### src/rtl/pc_sequencer.sv
// pc_sequencer: fetch/decode/execute sequencer owning the program counter,
// with conditional jumps and a small hardware CALL/RET return stack.
module pc_sequencer #(
  parameter int AW          = 8,
  parameter int STACK_DEPTH = 4
) (
  input  logic          clk,
  input  logic          rst_n,
  output logic          fetch_req,
  output logic [AW-1:0] fetch_addr,
  input  logic          fetch_ack,
  input  logic          dec_valid,
  input  logic          dec_jmp,
  input  logic [2:0]    dec_op,
  input  logic          dec_call,
  input  logic          dec_ret,
  input  logic          dec_halt,
  input  logic [AW-1:0] dec_addr,
  input  logic [7:0]    flag,
  output logic          exec_start,
  input  logic          exec_done,
  output logic [AW-1:0] pc,
  output logic          halted,
  output logic          stack_err
);

  localparam int IW  = $clog2(STACK_DEPTH);
  localparam int SPW = IW + 1;

  typedef enum logic [2:0] {
    S_FETCH,
    S_DECODE,
    S_EXEC,
    S_UPDATE,
    S_HALT
  } state_e;

  typedef enum logic [1:0] {
    K_PLAIN,
    K_JMP,
    K_CALL,
    K_RET
  } kind_e;

  state_e           state_q, state_d;
  kind_e            kind_q, kind_d;
  logic [2:0]       op_q, op_d;
  logic [AW-1:0]    tgt_q, tgt_d;
  logic [AW-1:0]    pc_q, pc_d;
  logic [SPW-1:0]   sp_q, sp_d;
  logic             err_q, err_d;
  logic             req_q, req_d;

  logic [AW-1:0]    stack_q [STACK_DEPTH];
  logic             push_en;
  logic [IW-1:0]    push_idx;
  logic [AW-1:0]    push_data;

  logic [AW-1:0]    pc_inc;
  logic [SPW-1:0]   sp_dec;
  logic             sp_full;
  logic             sp_empty;
  logic             f0;
  logic             f2;
  logic             taken;
  logic             unused_flag;

  assign unused_flag = ^{flag[7:3], flag[1]};

  assign pc_inc   = pc_q + AW'(1);
  assign sp_dec   = sp_q - SPW'(1);
  assign sp_full  = (sp_q == SPW'(STACK_DEPTH));
  assign sp_empty = (sp_q == '0);
  assign f0       = flag[0];
  assign f2       = flag[2];

  always_comb begin
    taken = 1'b0;
    unique case (op_q)
      3'b000: taken = 1'b1;
      3'b001: taken = f0 & ~f2;
      3'b010: taken = ~f0;
      3'b011: taken = ~f0 & ~f2;
      3'b100: taken = ~f0 & f2;
      3'b101: taken = f0;
      3'b110: taken = ~f0;
      3'b111: taken = 1'b0;
      default: taken = 1'b0;
    endcase
  end

  always_comb begin
    state_d    = state_q;
    kind_d     = kind_q;
    op_d       = op_q;
    tgt_d      = tgt_q;
    pc_d       = pc_q;
    sp_d       = sp_q;
    err_d      = err_q;
    exec_start = 1'b0;
    push_en    = 1'b0;
    push_idx   = sp_q[IW-1:0];
    push_data  = pc_inc;

    unique case (state_q)
      S_FETCH: begin
        if (req_q && fetch_ack) state_d = S_DECODE;
      end
      S_DECODE: begin
        if (dec_valid) begin
          op_d  = dec_op;
          tgt_d = dec_addr;
          priority case (1'b1)
            dec_halt: state_d = S_HALT;
            dec_ret: begin
              kind_d  = K_RET;
              state_d = S_UPDATE;
            end
            dec_call: begin
              kind_d  = K_CALL;
              state_d = S_UPDATE;
            end
            dec_jmp: begin
              kind_d  = K_JMP;
              state_d = S_UPDATE;
            end
            default: begin
              kind_d     = K_PLAIN;
              state_d    = S_EXEC;
              exec_start = 1'b1;
            end
          endcase
        end
      end
      S_EXEC: begin
        if (exec_done) state_d = S_UPDATE;
      end
      S_UPDATE: begin
        state_d = S_FETCH;
        unique case (kind_q)
          K_PLAIN: pc_d = pc_inc;
          K_JMP:   pc_d = taken ? tgt_q : pc_inc;
          K_CALL: begin
            pc_d = tgt_q;
            if (sp_full) begin
              err_d = 1'b1;
            end else begin
              push_en = 1'b1;
              sp_d    = sp_q + SPW'(1);
            end
          end
          K_RET: begin
            if (sp_empty) begin
              err_d = 1'b1;
              pc_d  = pc_inc;
            end else begin
              pc_d = stack_q[sp_dec[IW-1:0]];
              sp_d = sp_dec;
            end
          end
          default: pc_d = pc_inc;
        endcase
      end
      S_HALT: state_d = S_HALT;
      default: state_d = S_FETCH;
    endcase
  end

  // Request is registered so it is low in reset and the first cycle after.
  assign req_d = (state_d == S_FETCH);

  always_ff @(posedge clk or negedge rst_n) begin
    if (!rst_n) begin
      state_q <= S_FETCH;
      kind_q  <= K_PLAIN;
      op_q    <= 3'b000;
      tgt_q   <= '0;
      pc_q    <= '0;
      sp_q    <= '0;
      err_q   <= 1'b0;
      req_q   <= 1'b0;
    end else begin
      state_q <= state_d;
      kind_q  <= kind_d;
      op_q    <= op_d;
      tgt_q   <= tgt_d;
      pc_q    <= pc_d;
      sp_q    <= sp_d;
      err_q   <= err_d;
      req_q   <= req_d;
    end
  end

  // Return-stack storage keeps its contents across reset.
  always_ff @(posedge clk) begin
    if (push_en) stack_q[push_idx] <= push_data;
  end

  assign fetch_req  = req_q;
  assign fetch_addr = pc_q;
  assign pc         = pc_q;
  assign halted     = (state_q == S_HALT);
  assign stack_err  = err_q;

endmodule

### config.mk
export PLATFORM = sky130hd
export DESIGN_NAME = pc_sequencer
export DESIGN_NICKNAME = d
export VERILOG_FILES = /design/src/rtl/pc_sequencer.sv
export SDC_FILE = /design/constraint.sdc
export NUM_CORES = 1
export LEC_CHECK = 0
export BUFFER_PORTS_ARGS = -buffer_cell sky130_fd_sc_hd__buf_2
export CAP_MARGIN = 30
export CORE_MARGIN = 5
export CORE_UTILIZATION = 45
export CTS_CLUSTER_DIAMETER = 150
export DETAILED_ROUTE_END_ITERATION = 10
export GPL_TIMING_DRIVEN = 0
export PLACE_DENSITY = 0.78
export SETUP_SLACK_MARGIN = 0.3
export SYNTH_ARGS = -nofsm -noshare
export SYNTH_HDL_FRONTEND = slang
export SYNTH_SLANG_ARGS = --single-unit
### constraint.sdc
create_clock -name clk -period 3.2 [get_ports clk]
set_input_delay 0.64 -clock clk [delete_from_list [all_inputs] [get_ports clk]]
set_output_delay 0.64 -clock clk [all_outputs]
set_load 0.02 [all_outputs]
==> results.sh <==
export IMPL_status="finished clean"
export IMPL_antenna_found_initial=0
export IMPL_place_gp_congestion=0.835
export IMPL_relSlewSlack_pct=51.8
export IMPL_grt_max_degree=30
export IMPL_rsz0062_at_grt="false"
export IMPL_fillerInstances=569
export IMPL_cts_root_buf="clkbuf_8"
export IMPL_yosys_area_share_simple_pct=13.1
export IMPL_syn_num_nets=294
export IMPL_timing_final_crit_share_pct=81.9
export IMPL_irDropWorstVdd_mv=0.210
export IMPL_routed_via_density=5.66
export IMPL_synth_flop_cell="edfxtp_1"
export IMPL_clk_pin_slew_ns=0.07
export IMPL_core_area_sq_um=6760
export IMPL_hp_class="input pin to async pin"
export IMPL_synthXorXnorAreaFrac_pct=2.26
export IMPL_worstPathArrival_ns=1.98
export IMPL_grt_pass1_vias=2286
export IMPL_clk_path_buf_depth=2
export IMPL_reg2reg_to="fetch_addr[7]$_DFFE_PN0N_"
export IMPL_synth_edf_count=32
export IMPL_synth_seq_area_share_pct=54.4
export IMPL_power_leakage_uw=0.00146
export IMPL_crit_type="register to output port"
export IMPL_final_cell_mix="44 x buf_2, 32 x edfxtp_1, 29 x dfrtp_1, 21 x nor2_1, 19 x a21oi_1"
export IMPL_insertion_delay_ns=0.34
export IMPL_drive_gt1_share_pct=28.6
export IMPL_worstReg2RegStart="sp_q[0]$_DFFE_PN0P_"
export IMPL_initial_utilization_pct=45.9
export IMPL_cap_viol_max_count=0
export IMPL_cts_sinks=61
export IMPL_layout_commonest_cell="buf_2"
export IMPL_chipWidth_um=93.0
export IMPL_tightest_slew_ns=0.716
export IMPL_die_y_um=93.0
export IMPL_avgRoutedWirePerCell_um=16.6
export IMPL_avgSynthCellArea_sq_um=11.9
export IMPL_place_area_sq_um=3420
export IMPL_ioPinCount=48
export IMPL_synthMuxAreaShare_pct=10.1
export IMPL_finalSetupTns_ns=0
export IMPL_finalClockSkew_ns=0.00521
export IMPL_synth_area_leader_cell="edfxtp_1"
export IMPL_async_reset_ff_share_pct=47.5
export IMPL_fmax_ghz=0.382
export IMPL_synth_top_family_by_area="simple AND/OR/NAND/NOR gates"
export IMPL_synth_compound_area_share_pct=12.6
export IMPL_portBuffers=41
export IMPL_synth_yosys_warnings=0
export IMPL_final_hold_viol_count=0
export IMPL_fin_util_pct=53.6
export IMPL_drc=0
export IMPL_drtIter0Drc=132
export IMPL_synthCells=260
export IMPL_grt_overflow=0
export IMPL_ant_nets=0
export IMPL_worstPathRequired_ns=2.56
export IMPL_setup_viol=0
export IMPL_syn_cell_area_sq_um=3100
export IMPL_crit_start="state_q[0]$_DFF_PN0_"
export IMPL_synthToLayoutAreaGrowth_pct=16.6
export IMPL_die_area_sq_um=8660
export IMPL_crit_path_start_kind="register"
export IMPL_vias=2253
export IMPL_cts_made_buffers=9
export IMPL_rows=30
export IMPL_final_area_sq_um=3620
export IMPL_worstSetupEndpointType="output port"
export IMPL_cp_max_fo=10
export IMPL_drtPass1Iterations=4
export IMPL_synthTopCellsByArea="edfxtp_1 31%, dfrtp_1 23%, mux4_2 5.8%"
export IMPL_final_max_slew_viol_count=0
export IMPL_synth_top_area_share_pct=31.0
export IMPL_post_cts_resized=0
export IMPL_fin_crit_ns=2.62
export IMPL_n_antenna_cell=0
export IMPL_grt_pass1_wl_um=11000
export IMPL_post_synth_num_cell_types=51
export IMPL_cts_hold_buf=0
export IMPL_nNetsFinal=347
export IMPL_wl_um=6590
export IMPL_post_cts_buffers=0
export IMPL_powerDensity_nw_per_um2=416
export IMPL_r2r_worst_path_cells=8
export IMPL_cts_htree_levels=3
export IMPL_ys_seq_elements=61
export IMPL_cts_tree="yes"
export IMPL_dp_hpwl_um=4750
export IMPL_r2r_slack_ns=0.65
export IMPL_groute_usage_overall_pct=16.4
export IMPL_yosys_area_share_adder_pct=2.42
## routing by layer
layer / up-vias / GRT usage (%) / share of wire [%]
li1: 1069 / - / -
met4: 0 / 6.59 / 1.8
met2: 82 / 27.0 / 49
met1: 1088 / 21.3 / 44
met5: - / 0 / 0
met3: 14 / 3.38 / 5.4
## power by group
| group | leakage [uW] | internal (uW) | switching, uW |
|---|---|---|---|
| combinational | 0.000705 | 11.1 | 14.2 |
| sequential | 0.000663 | 820 | 0 |
| clock | 0.0000903 | 353 | 307 |
| total | 0.00146 | 1180 | 321 |
## critical path, stage by stage (launching register included)
cell and delay [ns]:
dfrtp_1 0.32, clkbuf_1 0.30, nand2_1 0.18, nor3_2 0.28, nand2b_1 0.18, nor4_1 0.18
buf_2 0.20
## Yosys cell counts (all sizes together), types with 2 or more instances
master	count
and2	6
and3b	2
inv	9
a221oi	2
xor2	5
nand3	7
o41ai	4
mux4	8
a31oi	3
edfxtp	32
or4	3
nor3	6
dfrtp	29
clkbuf	8
mux2	10
o22ai	3
a32oi	3
a21oi	19
nor4	2
nor2b	3
mux2i	2
nand2	17
nand3b	2
a211oi	3
o211ai	2
buf	13
o21bai	2
o21ai	7
and3	2
xnor2	3
nor2	21
ha	6
nand2b	6
## worst max path at each step
| stage | to | slack (ns) | cells after the start |
|---|---|---|---|
| 5_1_grt | exec_start | 0.44 | 6 |
| 6_report | exec_start | 0.58 | 6 |
| 3_5_place_dp | fetch_addr[7]$_DFFE_PN0N_ | 0.35 | 8 |
| 4_1_cts | fetch_addr[7]$_DFFE_PN0N_ | 0.34 | 8 |
| 3_3_place_gp | stack_q[0][4]$_DFFE_PP_ | 0.24 | 5 |
| 2_1_floorplan | exec_start | 0.72 | 4 |
## sequential cells by signal, indices dropped and copies added (netlist names)
| name | count |
|---|---|
| fetch_req | 1 |
| kind_q | 2 |
| sp_q | 3 |
| state_q | 3 |
| fetch_addr | 8 |
| stack_err | 1 |
| op_q | 3 |
| tgt_q | 8 |
| stack_q | 32 |
## stage by stage
step / worst slack [ns] / hold WS [ns] / power [uW] / instances
floorplan: 0.718 / 0.344 / 840 / 260
finish: 0.579 / 0.334 / 1510 / 398
global placement: 0.244 / 0.466 / 861 / 381
CTS: 0.339 / 0.362 / 1510 / 398
global route: 0.435 / 0.393 / 1560 / 398
detailed placement: 0.348 / 0.459 / 862 / 382
## layout make-up
| class | count | area [sq um] | area share, % |
|---|---|---|---|
| tap | 80 | 100 | 2.77 |
| sequential | 61 | 1690 | 46.6 |
| multi-input combinational | 169 | 1270 | 35.0 |
| buffer | 21 | 129 | 3.56 |
| clock buffer | 9 | 124 | 3.42 |
| clock inverter | 7 | 66.3 | 1.83 |
| timing repair buffer | 42 | 213 | 5.88 |
| inverter | 9 | 33.8 | 0.934 |
## logic make-up after synthesis
kind of cell / count (synthesis)
XOR/XNOR: 8
buffers and inverters: 30
AND/OR/NAND/NOR: 80
AO/OA/AOI/OAI: 55
multiplexers: 20
flip-flops: 61
adder cells (fa/ha/maj): 6
No activity file was read; power rests on OpenSTA's default activity.
